File: config.mk
export PLATFORM = sky130hd
export DESIGN_NAME = pokey_irq_responder_flat
export DESIGN_NICKNAME = d
export VERILOG_FILES = /design/src/rtl/pokey_pkg.sv /design/src/rtl/pokey_irq_responder_if.sv /design/src/rtl/irq_prio_enc.sv /design/src/rtl/pokey_irq_responder.sv /design/src/flat_wrapper.sv
export SDC_FILE = /design/constraint.sdc
export NUM_CORES = 1
export LEC_CHECK = 0
export ABC_AREA = 0
export BUFFER_PORTS_ARGS = -buffer_cell sky130_fd_sc_hd__buf_2
export CORE_MARGIN = 8
export CORE_UTILIZATION = 46
export DETAILED_ROUTE_END_ITERATION = 12
export PLACE_DENSITY = 0.75
export SLEW_MARGIN = 0
export SYNTH_ARGS = -nofsm -noshare
export SYNTH_HDL_FRONTEND = slang
export SYNTH_SLANG_ARGS = --single-unit
File: constraint.sdc
create_clock -name clk -period 2.25 [get_ports clk]
set_input_delay 0 -clock clk [delete_from_list [all_inputs] [get_ports clk]]
set_output_delay 0 -clock clk [all_outputs]
set_load 0.01 [all_outputs]
File: src/rtl/pokey_pkg.sv
// rtl/pokey_pkg.sv - shared types and constants for the POKEY interrupt responder
package pokey_pkg;

  typedef enum logic [3:0] {
    S_IDLE,
    S_RD,
    S_CAP,
    S_PICK,
    S_CLR,
    S_HOLD,
    S_RST,
    S_GUARD,
    S_DLV
  } state_t;

  localparam logic [3:0] POKEY_IRQ_ADDR = 4'hE;

  localparam logic [2:0] SRC_BRK  = 3'd7;
  localparam logic [2:0] SRC_KEY  = 3'd6;
  localparam logic [2:0] SRC_SDI  = 3'd5;
  localparam logic [2:0] SRC_SDO  = 3'd4;
  localparam logic [2:0] SRC_SDOF = 3'd3;
  localparam logic [2:0] SRC_T4   = 3'd2;
  localparam logic [2:0] SRC_T2   = 3'd1;
  localparam logic [2:0] SRC_T1   = 3'd0;

endpackage

File: src/rtl/pokey_irq_responder_if.sv
// rtl/pokey_irq_responder_if.sv - POKEY register bus plus acknowledged-source handshake
interface pokey_irq_responder_if;
  logic [3:0] bus_addr;
  logic       bus_re;
  logic       bus_we;
  logic [7:0] bus_wdata;
  logic [7:0] bus_rdata;
  logic       src_vld;
  logic [2:0] src_idx;
  logic       src_rdy;

  modport master (
    output bus_addr, bus_re, bus_we, bus_wdata, src_vld, src_idx,
    input  bus_rdata, src_rdy
  );

  modport slave (
    input  bus_addr, bus_re, bus_we, bus_wdata, src_vld, src_idx,
    output bus_rdata, src_rdy
  );
endinterface

File: src/rtl/irq_prio_enc.sv
// rtl/irq_prio_enc.sv - 8-to-3 highest-set-bit encoder with a none-set flag
module irq_prio_enc (
  input  logic [7:0] req,
  output logic [2:0] idx,
  output logic       none
);
  // Later iterations overwrite earlier ones, so the highest set bit wins.
  always_comb begin
    idx  = 3'd0;
    none = 1'b1;
    for (int i = 0; i < 8; i++) begin
      if (req[i]) begin
        idx  = 3'(i);
        none = 1'b0;
      end
    end
  end
endmodule

File: src/rtl/pokey_irq_responder.sv
// rtl/pokey_irq_responder.sv - services POKEY IRQ: read IRQST, ack one source, hand off index
// Optional spurious-interrupt counter: POKEY_IRQ_SPURIOUS_CNT_EN
module pokey_irq_responder
  import pokey_pkg::*;
#(
  parameter int unsigned CLR_HOLD = 4,
  parameter int unsigned GUARD    = 8,
  parameter logic [3:0]  IRQ_ADDR = POKEY_IRQ_ADDR
) (
  input  logic                         clk,
  input  logic                         rst_n,
  input  logic                         irq,
  input  logic [7:0]                   en_mask,
  pokey_irq_responder_if.master        irq_bus,
  output logic                         busy,
  output logic [7:0]                   spur_cnt
);

  state_t     state, state_n;
  logic [7:0] stat, shadow;
  logic [7:0] cnt, cnt_n;
  logic [7:0] wdata_q, wdata_n;
  logic [3:0] addr_q;
  logic       re_q, re_n, we_q, we_n;
  logic       vld_q, vld_n;
  logic [2:0] idx_q, idx_n;
  logic [2:0] pick_q, pick_n;
  logic       picked, picked_n;
  logic       busy_q;

  logic [7:0] pend;
  logic [2:0] enc_idx;
  logic       enc_none;

  // IRQST is active-low; bit 3 is a serial-busy level, never a serviceable request.
  assign pend = ~stat & en_mask & ~(8'b1 << SRC_SDOF);

  irq_prio_enc u_prio (
    .req  (pend),
    .idx  (enc_idx),
    .none (enc_none)
  );

  always_comb begin
    state_n  = state;
    cnt_n    = cnt;
    re_n     = 1'b0;
    we_n     = 1'b0;
    wdata_n  = wdata_q;
    vld_n    = 1'b0;
    idx_n    = idx_q;
    pick_n   = pick_q;
    picked_n = picked;
    case (state)
      S_IDLE: begin
        if (irq) begin
          state_n = S_RD;
          re_n    = 1'b1;
        end
      end
      S_RD:   state_n = S_CAP;
      S_CAP:  state_n = S_PICK;
      S_PICK: begin
        cnt_n = 8'd0;
        if (enc_none) begin
          state_n  = S_GUARD;
          picked_n = 1'b0;
        end else begin
          state_n  = S_CLR;
          we_n     = 1'b1;
          wdata_n  = en_mask & ~(8'b1 << enc_idx);
          pick_n   = enc_idx;
          picked_n = 1'b1;
        end
      end
      S_CLR: begin
        state_n = S_HOLD;
        cnt_n   = 8'd0;
      end
      S_HOLD: begin
        if (cnt == 8'(CLR_HOLD - 1)) begin
          state_n = S_RST;
          we_n    = 1'b1;
          wdata_n = shadow;
        end else begin
          cnt_n = cnt + 8'd1;
        end
      end
      S_RST: begin
        state_n = S_GUARD;
        cnt_n   = 8'd0;
      end
      S_GUARD: begin
        if (cnt == 8'(GUARD - 1)) begin
          if (picked) begin
            state_n = S_DLV;
            vld_n   = 1'b1;
            idx_n   = pick_q;
          end else begin
            state_n = S_IDLE;
          end
        end else begin
          cnt_n = cnt + 8'd1;
        end
      end
      S_DLV: begin
        if (irq_bus.src_rdy) state_n = S_IDLE;
        else                 vld_n   = 1'b1;
      end
      default: state_n = S_IDLE;
    endcase
  end

  always_ff @(posedge clk or negedge rst_n) begin
    if (!rst_n) begin
      state   <= S_IDLE;
      cnt     <= 8'd0;
      stat    <= 8'd0;
      shadow  <= 8'd0;
      re_q    <= 1'b0;
      we_q    <= 1'b0;
      wdata_q <= 8'd0;
      addr_q  <= 4'd0;
      vld_q   <= 1'b0;
      idx_q   <= 3'd0;
      pick_q  <= 3'd0;
      picked  <= 1'b0;
      busy_q  <= 1'b0;
    end else begin
      state   <= state_n;
      cnt     <= cnt_n;
      re_q    <= re_n;
      we_q    <= we_n;
      wdata_q <= wdata_n;
      addr_q  <= (re_n || we_n) ? IRQ_ADDR : 4'd0;
      vld_q   <= vld_n;
      idx_q   <= idx_n;
      pick_q  <= pick_n;
      picked  <= picked_n;
      busy_q  <= (state_n != S_IDLE);
      if (state == S_CAP)  stat   <= irq_bus.bus_rdata;
      if (state == S_PICK) shadow <= en_mask;
    end
  end

`ifdef POKEY_IRQ_SPURIOUS_CNT_EN
  logic [7:0] spur_q;

  always_ff @(posedge clk or negedge rst_n) begin
    if (!rst_n) begin
      spur_q <= 8'd0;
    end else if (state == S_PICK && enc_none && spur_q != 8'hFF) begin
      spur_q <= spur_q + 8'd1;
    end
  end

  assign spur_cnt = spur_q;
`else
  assign spur_cnt = 8'h00;
`endif

  assign irq_bus.bus_addr  = addr_q;
  assign irq_bus.bus_re    = re_q;
  assign irq_bus.bus_we    = we_q;
  assign irq_bus.bus_wdata = wdata_q;
  assign irq_bus.src_vld   = vld_q;
  assign irq_bus.src_idx   = idx_q;
  assign busy              = busy_q;

endmodule

File: src/flat_wrapper.sv
// flat-port wrapper written by rule: the top's interface ports become plain ports
module pokey_irq_responder_flat import pokey_pkg::*;
#(
  parameter int unsigned CLR_HOLD = 4,
  parameter int unsigned GUARD    = 8,
  parameter logic [3:0]  IRQ_ADDR = POKEY_IRQ_ADDR
)
  (clk, rst_n, irq, en_mask, busy, spur_cnt, irq_bus_bus_addr, irq_bus_bus_re, irq_bus_bus_we, irq_bus_bus_wdata, irq_bus_src_vld, irq_bus_src_idx, irq_bus_bus_rdata, irq_bus_src_rdy);
  pokey_irq_responder_if irq_bus_i ();
  input  logic clk;
  input  logic rst_n;
  input  logic irq;
  input  logic [7:0] en_mask;
  output logic busy;
  output logic [7:0] spur_cnt;
  output wire logic [$bits(irq_bus_i.bus_addr)-1:0] irq_bus_bus_addr;
  output wire logic [$bits(irq_bus_i.bus_re)-1:0] irq_bus_bus_re;
  output wire logic [$bits(irq_bus_i.bus_we)-1:0] irq_bus_bus_we;
  output wire logic [$bits(irq_bus_i.bus_wdata)-1:0] irq_bus_bus_wdata;
  output wire logic [$bits(irq_bus_i.src_vld)-1:0] irq_bus_src_vld;
  output wire logic [$bits(irq_bus_i.src_idx)-1:0] irq_bus_src_idx;
  input wire logic [$bits(irq_bus_i.bus_rdata)-1:0] irq_bus_bus_rdata;
  input wire logic [$bits(irq_bus_i.src_rdy)-1:0] irq_bus_src_rdy;
  assign irq_bus_bus_addr = irq_bus_i.bus_addr;
  assign irq_bus_bus_re = irq_bus_i.bus_re;
  assign irq_bus_bus_we = irq_bus_i.bus_we;
  assign irq_bus_bus_wdata = irq_bus_i.bus_wdata;
  assign irq_bus_src_vld = irq_bus_i.src_vld;
  assign irq_bus_src_idx = irq_bus_i.src_idx;
  assign irq_bus_i.bus_rdata = irq_bus_bus_rdata;
  assign irq_bus_i.src_rdy = irq_bus_src_rdy;
  pokey_irq_responder #(.CLR_HOLD(CLR_HOLD), .GUARD(GUARD), .IRQ_ADDR(IRQ_ADDR)) u_core (.clk(clk), .rst_n(rst_n), .irq(irq), .en_mask(en_mask), .irq_bus(irq_bus_i), .busy(busy), .spur_cnt(spur_cnt));
endmodule
==> results of run 1 <==
what timing repair did:
action,CTS,global route
endpoints found under the hold margin,33,0
gates resized for setup,0,1
endpoints found under the setup margin,0,8
hold buffers,18,0
synthesized netlist by cell type:
master,n
inv_1,4
nand3_1,5
xnor2_1,3
a311oi_1,2
nor2b_1,6
o21ai_0,11
o211ai_1,1
o221ai_1,1
nor3b_1,1
o21bai_1,1
clkbuf_1,8
nor3_1,5
or3b_2,1
and3_1,5
and2_1,2
nand4bb_1,1
o211a_1,1
nor2_1,17
nand3b_1,2
dfrtp_1,47
a21oi_1,5
a22o_1,1
mux2i_1,2
conb_1,1
nand2b_1,6
buf_4,11
o21ai_1,1
nand2_1,14
nor4b_1,2
nand4_1,4
ha_1,1
or4_4,1
or4b_4,1
a21boi_0,1
xor2_1,3
o21ai_4,1
mux2_2,29
a2111o_1,1
or2_2,2
flip-flops by register name (all words and copies together), names as in the netlist, 3 cells and up:
| signal | flops |
|---|---|
| u_core.stat | 7 |
| u_core.irq_bus.bus_wdata | 8 |
| u_core.irq_bus.src_idx | 3 |
| u_core.state | 4 |
| u_core.pick_q | 3 |
| u_core.cnt | 8 |
| u_core.shadow | 8 |
cell families after synthesis:
| kind of cell | Yosys count |
|---|---|
| simple gates | 75 |
| flops | 47 |
| mux | 31 |
| compound gates | 27 |
| buf+inv | 23 |
| xor+xnor | 6 |
| fa+ha+maj | 1 |
| other cells | 1 |
path summary, 6_finish.rpt:
path / startpoint / endpoint / slack [ns] / cells after the start
worst max-delay path: u_core.cnt[5] / u_core.irq_bus.bus_wdata[1] / 0.03 / 5
worst min-delay path: rst_n / u_core.picked / 0.12 / 2
worst max register to register: u_core.cnt[5] / u_core.irq_bus.bus_wdata[1] / 0.03 / 5
worst min register to register: u_core.irq_bus.src_idx[2] / u_core.irq_bus.src_idx[2] / 0.50 / 1
max in group asynchronous: rst_n / u_core.cnt[5] / 1.40 / 3
min in group clk: irq_bus_src_rdy / u_core.irq_bus.src_vld / 0.43 / 3
worst max-delay path, stage by stage (launching register included):
cell and delay [ns]:
dfrtp_1 0.39, or4_4 0.54, or4b_4 0.56, o21ai_4 0.16, buf_12 0.14, mux2_2 0.33
per-layer routing:
metal | vias to the layer above | wire, µm
li1 | 849 | -
met1 | 861 | 2160
met2 | 51 | 2270
met3 | 12 | 338
met4 | 0 | 146
met5 | - | 0
per-stage QoR:
step	area (µm²)	worst slack [ns]
2_1_floorplan	2340	0.0349
3_3_place_gp	2620	0.0554
5_1_grt	2920	-0.0388
4_1_cts	2910	0.0146
3_5_place_dp	2620	0.0125
6_report	2920	0.0271
cells in the final DEF, fill, tap and decap left out, types with 2 or more instances in the layout:
cell / instances
a311oi_1: 2
mux2_2: 28
nand2b_1: 6
and2_1: 2
xor2_1: 3
buf_4: 15
a21oi_1: 5
dlygate4sd3_1: 18
conb_1: 9
or2_2: 2
nor4b_1: 2
nand3_1: 5
nor2_1: 17
inv_1: 4
nand4_1: 4
nand2_1: 14
dfrtp_1: 47
nand3b_1: 2
nor3_1: 5
nor2b_1: 6
clkbuf_8: 5
o21ai_0: 11
xnor2_1: 3
buf_2: 36
and3_1: 5
mux2i_1: 2
power groups by stage:
stage                     clock [mW]  sequential [mW]  combinational (mW)
after global placement             0             1.35                1.29
final                          0.619             1.35                1.35
after floorplan                    0             1.36               0.873
after detailed placement           0             1.37                1.33
after CTS                      0.637             1.35                1.36
after global routing           0.668             1.39                1.49
cell type report:
class,count,area [µm²]
clock buffers,5,68.8
clock inverters,3,43.8
fillers,405,1870
inverters,4,15.0
multi-input cells,149,1040
flip-flops and latches,47,1180
well taps,67,83.8
repair buffers,70,493
==> impl_results.md, run 1 <==
* Grt ovf at 0
* Io pins at 47
* Reg power frac at 40.6%
* Worst vdd ir at roughly 640 µV
* Final Setup Violations at 0
* Final period util at a little over nine tenths
* GRT Util Overall at about 14%
* N_diodes at 0
* Status: complete, no violations
* Worst-case clock buffer depth at 2
* Nets at between 200 and 300
* Area share of the largest cell type after synthesis at approximately 51%
* Post-Synth XOR/XNOR Area at 2.28%
* Critical path class: flip-flop to flip-flop
* Drt first pass iters at 4
* Die width at around 87 µm
* IO Port Bufs at 36
* Leak at 1.40 nW
* Mapped Area at around 0.0023 mm²
* Largest net degree at the start of global routing at 33
* Placed Instances at 319
* Req. time, crit path at roughly 2.4 ns
* Initial antenna violation count at 0
* Core ar. at ~0.0048 mm²
* Top cells by area, synth: dfrtp_1 (51%), mux2_2 (14%), buf_4 (3.6%)
* Grt peak-use layer: met2
* Vias in the first global route at 1,798
* Proportion of synthesized area in mux cells at around 15%
* Syn. warnings at 0
* Critical path peak fanout at 10
* # rows at 25
* Synthesized area per cell at approximately 11 µm²
* Max Cap Viol at 0
* Compound-Gate Fraction of Synth Area at around 8%
* Slew Limit Fails at 0
* Vias per cell at just over 5
* Dpl hpwl at 3.63 mm
* Clock Pin Slew Worst Setup and Hold Paths at around 0.10 ns
* Net Sw Power at 1.15 mW
* Hold_ws at 0.123 ns
* Clock latency at the later pin of the worst-skew pair at 0.31 ns
* Largest family of logic cells by synthesized area: simple AND/OR/NAND/NOR gates
* Final wirelength at a little under 5 mm
* Dominant cell type by area after synthesis: dfrtp_1
* Worst min-delay path class: primary input to async pin
* Crit path DAT at roughly 2.4 ns
* Post-DR wirelength/cell at ~14 µm
* GP Congestion at between 0.8 and 0.9
* Synth Instances at 211
* Clk sinks at 47
* Synth Area in Simple Gates at between 15 and 20%
* Syn-to-layout area delta at 26.5%
* Synth Area in Adders at 0.542%
* Die height at about 87 µm
* Drt drc at 0
* Fin Clk Skew at about 0.015 ns
* RSZ-0062 raised after global routing: true
* Cell Pwr Density at approximately 1100 mW/mm²
* Root Buffer: clkbuf_8
* Via count at 1,773
* Iteration-0 DRC Markers at 125
* GR Layer Usage met1 at between 10% and 20%
* Fin. Hold Viols at 0
* Synth Register Bits at 47
* Num CTS Buffers at 5
* Core Util, Final at between 60% and 70%
* Final cell count without fillers at between 300 and 400
* Max_slew headroom at 67.2%
* Startpoint Class: flip-flop
* Die area at ~0.0075 mm²
* Pint at ~2.2 mW
* Clock share of power at 18.6%
* First-pass GRT wire length at roughly 8.4 mm
* Clock tree from TritonCTS: built
* Distinct cell type count after synthesis at 39
* Switching Share at 34.6%
* Max Fclk at between 400 and 500 MHz
* Postcts setup bufs at 0
* Initial Util at 48.2%
* Setup tns final at 0 ns
* Total Power at ~3.3 mW
* Worst slew pin tran at around 0.49 ns
* Fin crit period at 2.22 ns
* Crit. End Element: flip-flop
* Share of cells above drive strength 1 at between 30 and 40%
* H-tree levels at 2
* GR Util met3 at between 4 and 5%
* Routed Antenna Nets at 0
* Combinational Power Share at around two fifths
* Met2 Usage GRT at between 20% and 30%
* Post-synthesis sequential area ratio at 51.0%
(Power assumes the default switching activity.)
==> run 2: changes to the inputs <==
Settings changed: CORE_ASPECT_RATIO set to 2, SETUP_SLACK_MARGIN set to 0.1.
==> run 2 against run 1 <==
Against the previous run:
- sequential power hardly changed
- clock power fell by 10%
- critical endpoint is now u_core.irq_bus.bus_wdata[4]
- sequential share of layout area grew 0.21 points
- global-route usage rose by 1.3 points
- cell count down 2.6%
- highest routed layer unchanged
- non-clock buffer count increased by 1
- die area rose by 1.8%
- count of clock-buffer cells in the layout grew 3
- critical path depth is the same
- via count is 3.0% higher
- combinational power barely moved
==> impl_results.md, run 2 (synthesis gave the netlist of run 1 again) <==
* M1 WL at approximately 1.9 mm
* Total Power at 3.29 mW
* Critical path peak fanout at 10
* Commonest non-fill, non-tap cell in the layout: dfrtp_1
* Crit. End Element: flip-flop
* Clock tree from TritonCTS: built
* Share of cells above drive strength 1 at 35.1%
* Largest net degree at the start of global routing at 21
* Final wirelength at 5.40 mm
* Initial Util at a little under half
* Hold_ws at roughly 0.029 ns
* Post-DR wirelength/cell at ~16 µm
* Vias per cell at approximately 5.4
* Net Sw Power at around 1.2 mW
* H-tree levels at 2
* Slack of the critical path at between 0.01 and 0.015 ns
* Drt first pass iters at 4
* Reg power frac at 41.1%
* Core Util, Final at 59.7%
* Drt drc at 0
* Switching Share at a little over a third
* Io pins at between 40 and 50
* N_diodes at 0
* # rows at 36
* Clock latency at the later pin of the worst-skew pair at 0.31 ns
* Max Used Layer: met4
* Crit path DAT at approximately 2.4 ns
* First-pass GRT wire length at between 8 and 9 mm
* Grt ovf at 0
* GRT Util Overall at between 10% and 20%
* Fin. Hold Viols at 0
* Clock share of power at between 10% and 20%
* CP max stage cell: or4b_4
* Cell Pwr Density at 1130 mW/mm²
* Iteration-0 DRC Markers at 44
* Slew Limit Fails at 0
* Final cell count without fillers at approximately 340
* Core ar. at 0.00486 mm²
* GP Congestion at between 0.8 and 0.9
* Initial antenna violation count at 0
* Worst min-delay path class: primary input to flip-flop
* Final Setup Violations at 0
* Final period util at 99.4%
* Status: complete, no violations
* Worst vdd ir at 726 µV
* Num CTS Buffers at 5
* Placed Instances at 310
* Dpl hpwl at approximately 4 mm
* Routed Antenna Nets at 0
* WL met2 at a little over 3 mm
* Worst slack at placement at -0.0168 ns
* Clock Pin Slew Worst Setup and Hold Paths at 0.08 ns
* Critical path class: flip-flop to flip-flop
* Root Buffer: clkbuf_8
* Die width at around 66 µm
* Top delay family on crit path: simple AND/OR/NAND/NOR gates
* Routed wl met3 at 244 µm
* Most frequent cells in the layout: dfrtp_1 (47), buf_2 (36), mux2_2 (29)
* Worst slew pin tran at between 0.6 and 0.7 ns
* Vias in the first global route at 1,907
* Fin crit period at approximately 2.2 ns
* Startpoint Class: flip-flop
* RSZ-0062 raised after global routing: true
* Nets at roughly 300
* Die height at 116 µm
* Worst path cell trace: or4_4 -> or4b_4 -> o21ai_4 -> buf_12 -> mux2_2
* Max Cap Viol at 0
* Fin Clk Skew at roughly 0.0055 ns
* Crit path buffers/inverters at 1
* Area of placed instances at approximately 0.0026 mm²
* Max Fclk at between 400 and 500 MHz
* Req. time, crit path at roughly 2.5 ns
* Via count at ~1,800
* Crit path largest cell delay at ~0.57 ns
* Max_slew headroom at approximately three fifths
* Leak at about 1.4 nW
* Pint at 2.13 mW
* Syn-to-layout area delta at 25.8%
* Setup tns final at 0 ns
* Combinational Power Share at between 40% and 50%
* Post-route cell area at 0.00290 mm²
* IO Port Bufs at 36
* Clk sinks at between 40 and 50
* Die area at 0.00768 mm²
* Worst-case clock buffer depth at 2
[run 2: area by class of cell]
class / instances / area [µm²]
repair buffers: 71 / 498
well taps: 57 / 71.3
fillers: 427 / 1960
clock buffers: 8 / 100
inverters: 4 / 15.0
flip-flops and latches: 47 / 1180
multi-input cells: 149 / 1040
[run 2: power groups by stage]
stage	Combinational [mW]	Clock, mW	Sequential (mW)
after floorplan	0.873	0	1.36
after global placement	1.29	0	1.35
after detailed placement	1.32	0	1.36
after CTS	1.37	0.581	1.35
after global routing	1.51	0.616	1.39
final	1.38	0.557	1.35
[run 2: what timing repair did]
action | CTS | global route
pin swaps | 1 | 3
setup buffers | 1 | 0
hold buffers | 17 | 0
endpoints found under the setup margin | 8 | 12
resized for setup | 0 | 2
hold endpoints to repair | 44 | 0
[run 2: worst paths after layout]
path                                  start                          end  slack [ns]  cells past startpoint
max                           u_core.cnt[5]  u_core.irq_bus.bus_wdata[4]        0.01                      5
min                                     irq        u_core.irq_bus.bus_re        0.03                      2
max reg2reg                   u_core.cnt[5]  u_core.irq_bus.bus_wdata[4]        0.01                      5
min reg2reg                u_core.pick_q[0]             u_core.pick_q[0]        0.48                      2
max in group asynchronous             rst_n  u_core.irq_bus.bus_wdata[6]        1.51                      3
min in group asynchronous             rst_n       u_core.irq_bus.src_vld        0.14                      2
[run 2: worst reg2reg max path, stage by stage, from the launching register on]
cell and delay (ns):
dfrtp_1 0.39, or4_4 0.54, or4b_4 0.57, o21ai_4 0.16, buf_12 0.14, mux2_2 0.34
[run 2: layer usage]
metal	GRT usage, %	vias to the layer above
met5	0	-
met2	27.8	51
li1	-	852
met1	14.5	909
met3	3.84	15
met4	9.18	0
==> run 3: changes to the inputs <==
Settings changed: CORE_UTILIZATION 46 to 45, PLACE_DENSITY 0.75 to 0.74.
==> run 3 against run 2 <==
Against the previous run:
- largest power group is now registers
- core utilization fell by 3.1 points
- count of clock-buffer cells in the layout decreased by 3
- critical path type unchanged
- largest cell class unchanged
- register-to-register slack improved by 0.05 ns
==> impl_results.md, run 3 (synthesis gave the netlist of run 1 again) <==
* Commonest non-fill, non-tap cell in the layout: dfrtp_1
* GP Congestion at about 0.90
* Via count at between 1,500 and 2,000
* First-pass GRT wire length at 8.63 mm
* Clock latency at the later pin of the worst-skew pair at between 0.3 and 0.4 ns
* Worst r2r src: u_core.cnt[5]
* Worst-case clock buffer depth at 2
* Root Buffer: clkbuf_8
* Cell Pwr Density at approximately 1100 mW/mm²
* Die area at approximately 0.008 mm²
* Leak at around 1.4 nW
* Fin crit period at 2.19 ns
* # rows at 37
* Critical Path Sink: u_core.irq_bus.bus_wdata[5]
* Io pins at 47
* Die width at ~67 µm
* Max Cap Viol at 0
* Fillers at approximately 440
* Worst min-delay path class: primary input to async pin
* Worst vdd ir at about 760 µV
* Max_slew headroom at 32.4%
* Num CTS Buffers at 5
* Final Setup Violations at 0
* Drt first pass iters at 5
* Clk sinks at 47
* Placed Instances at roughly 310
* Final cell count without fillers at about 330
* IO Port Bufs at 36
* Final wirelength at 5.16 mm
* Initial antenna violation count at 0
* Worst slew pin tran at a little over 1 ns
* Iteration-0 DRC Markers at 82
* Initial Util at a little under half
* N_diodes at 0
* Flop-to-flop setup slack at ~0.062 ns
* Crit path DAT at roughly 2.4 ns
* Setup tns final at 0 ns
* Crit. End Element: flip-flop
* Critical path class: flip-flop to flip-flop
* Syn-to-layout area delta at 23.6%
* Fin Clk Skew at between 0.01 and 0.015 ns
* Core ar. at a little over 0.005 mm²
* Status: complete, no violations
* R2R cell count at 5
* Startpoint Class: flip-flop
* Max Fclk at ~460 MHz
* Post-DR wirelength/cell at about 16 µm
* Nets at 294
* H-tree levels at 2
* Vias in the first global route at roughly 1,900
* Final period util at between 90% and 100%
* Req. time, crit path at between 2 and 2.5 ns
* Post-route cell area at between 0.002 and 0.003 mm²
* Die height at 117 µm
* GRT Util Overall at about 14%
* Routed Antenna Nets at 0
* Largest net degree at the start of global routing at 48
* Share of cells above drive strength 1 at between 30% and 40%
* Crit Reg-Reg Endpoint: u_core.irq_bus.bus_wdata[5]
* Area of placed instances at roughly 0.0026 mm²
* Vias per cell at around 5.4
* Drt drc at 0
* Critical path peak fanout at 10
* Most frequent cells in the layout: dfrtp_1 (47), buf_2 (36), mux2_2 (29)
* RSZ-0062 raised after global routing: true
* Fin. Hold Viols at 0
* Grt ovf at 0
* Clock Pin Slew Worst Setup and Hold Paths at roughly 0.09 ns
* Worst Setup SP: u_core.cnt[5]
* Dpl hpwl at between 3 and 4 mm
* Slew Limit Fails at 0
* Clock tree from TritonCTS: built
==> run 3: changes by cell type in the layout (fill, tap and decap cells not counted) <==
| cell | change |
|---|---|
| a21oi_1 | +1 |
| clkbuf_1 | -1 |
| a21oi_2 | -1 |
| clkinv_2 | +2 |
| clkbuf_8 | -2 |
| buf_4 | -6 |
| dlygate4sd3_1 | +1 |
| inv_6 | +1 |
==> run 3: final cells by class <==
type | instances | area [µm²] | area share [%]
clock buffers | 5 | 68.8 | 2.41
clock inverters | 3 | 18.8 | 0.658
inverters | 4 | 15.0 | 0.526
multi-input cells | 149 | 1040 | 36.4
flip-flops and latches | 47 | 1180 | 41.2
well taps | 58 | 72.6 | 2.54
repair buffers | 66 | 463 | 16.2
==> run 3: power by group <==
| part | switching (mW) | internal [mW] | leakage, nW |
|---|---|---|---|
| clock | 0.290 | 0.219 | 0.0483 |
| sequential | 0.225 | 1.16 | 0.589 |
| combinational | 0.642 | 0.656 | 0.735 |
| total | 1.16 | 2.03 | 1.37 |
==> run 3: how the worst min path moves through the flow <==
stage	endpoint	slack, ns	start	cells past startpoint
detailed placement	u_core.irq_bus.src_vld	0.24	rst_n	1
finish	u_core.busy	0.39	rst_n	2
global route	u_core.stat[2]	0.46	irq_bus_bus_rdata[2]	3
global placement	u_core.state[2]	0.21	rst_n	1
CTS	u_core.irq_bus.src_vld	0.44	rst_n	2
floorplan	u_core.busy	-0.30	rst_n	0
==> run 3: layer usage <==
layer  vias up  routed length [µm]  global-route usage (%)
met5         -                   0                       0
met4         0                  97                    6.03
met3        10                 370                    3.81
met2        57                2680                    23.7
met1       886                2010                    15.8
li1        837                   -                       -
==> run 3: worst max-delay path, cell delays in order, from the launching register on <==
cell and delay [ns]:
dfrtp_1 0.39, or4_4 0.54, or4b_4 0.52, o21ai_4 0.16, buf_12 0.15, mux2_2 0.33
==> run 3: stage by stage <==
stage / power (mW) / worst slack [ns] / util, % / hold WS, ns
6_report: 3.19 / 0.0625 / 56.5 / 0.391
2_1_floorplan: 2.23 / 0.0349 / - / -0.296
4_1_cts: 3.19 / 0.0544 / 56.4 / 0.441
5_1_grt: 3.41 / 0.0254 / 56.5 / 0.460
3_5_place_dp: 2.65 / 0.0178 / 51.0 / 0.235
3_3_place_gp: 2.59 / 0.0541 / 51.0 / 0.206
==> run 3: timing repair <==
item                                   in CTS  in global routing
setup endpoints to repair                   8                 12
endpoints found under the hold margin      65                  0
pin swaps                                   1                  1
hold buffers                               18                  0
setup buffers                               1                  0
cloned                                      0                  0
resized for setup                           0                  1
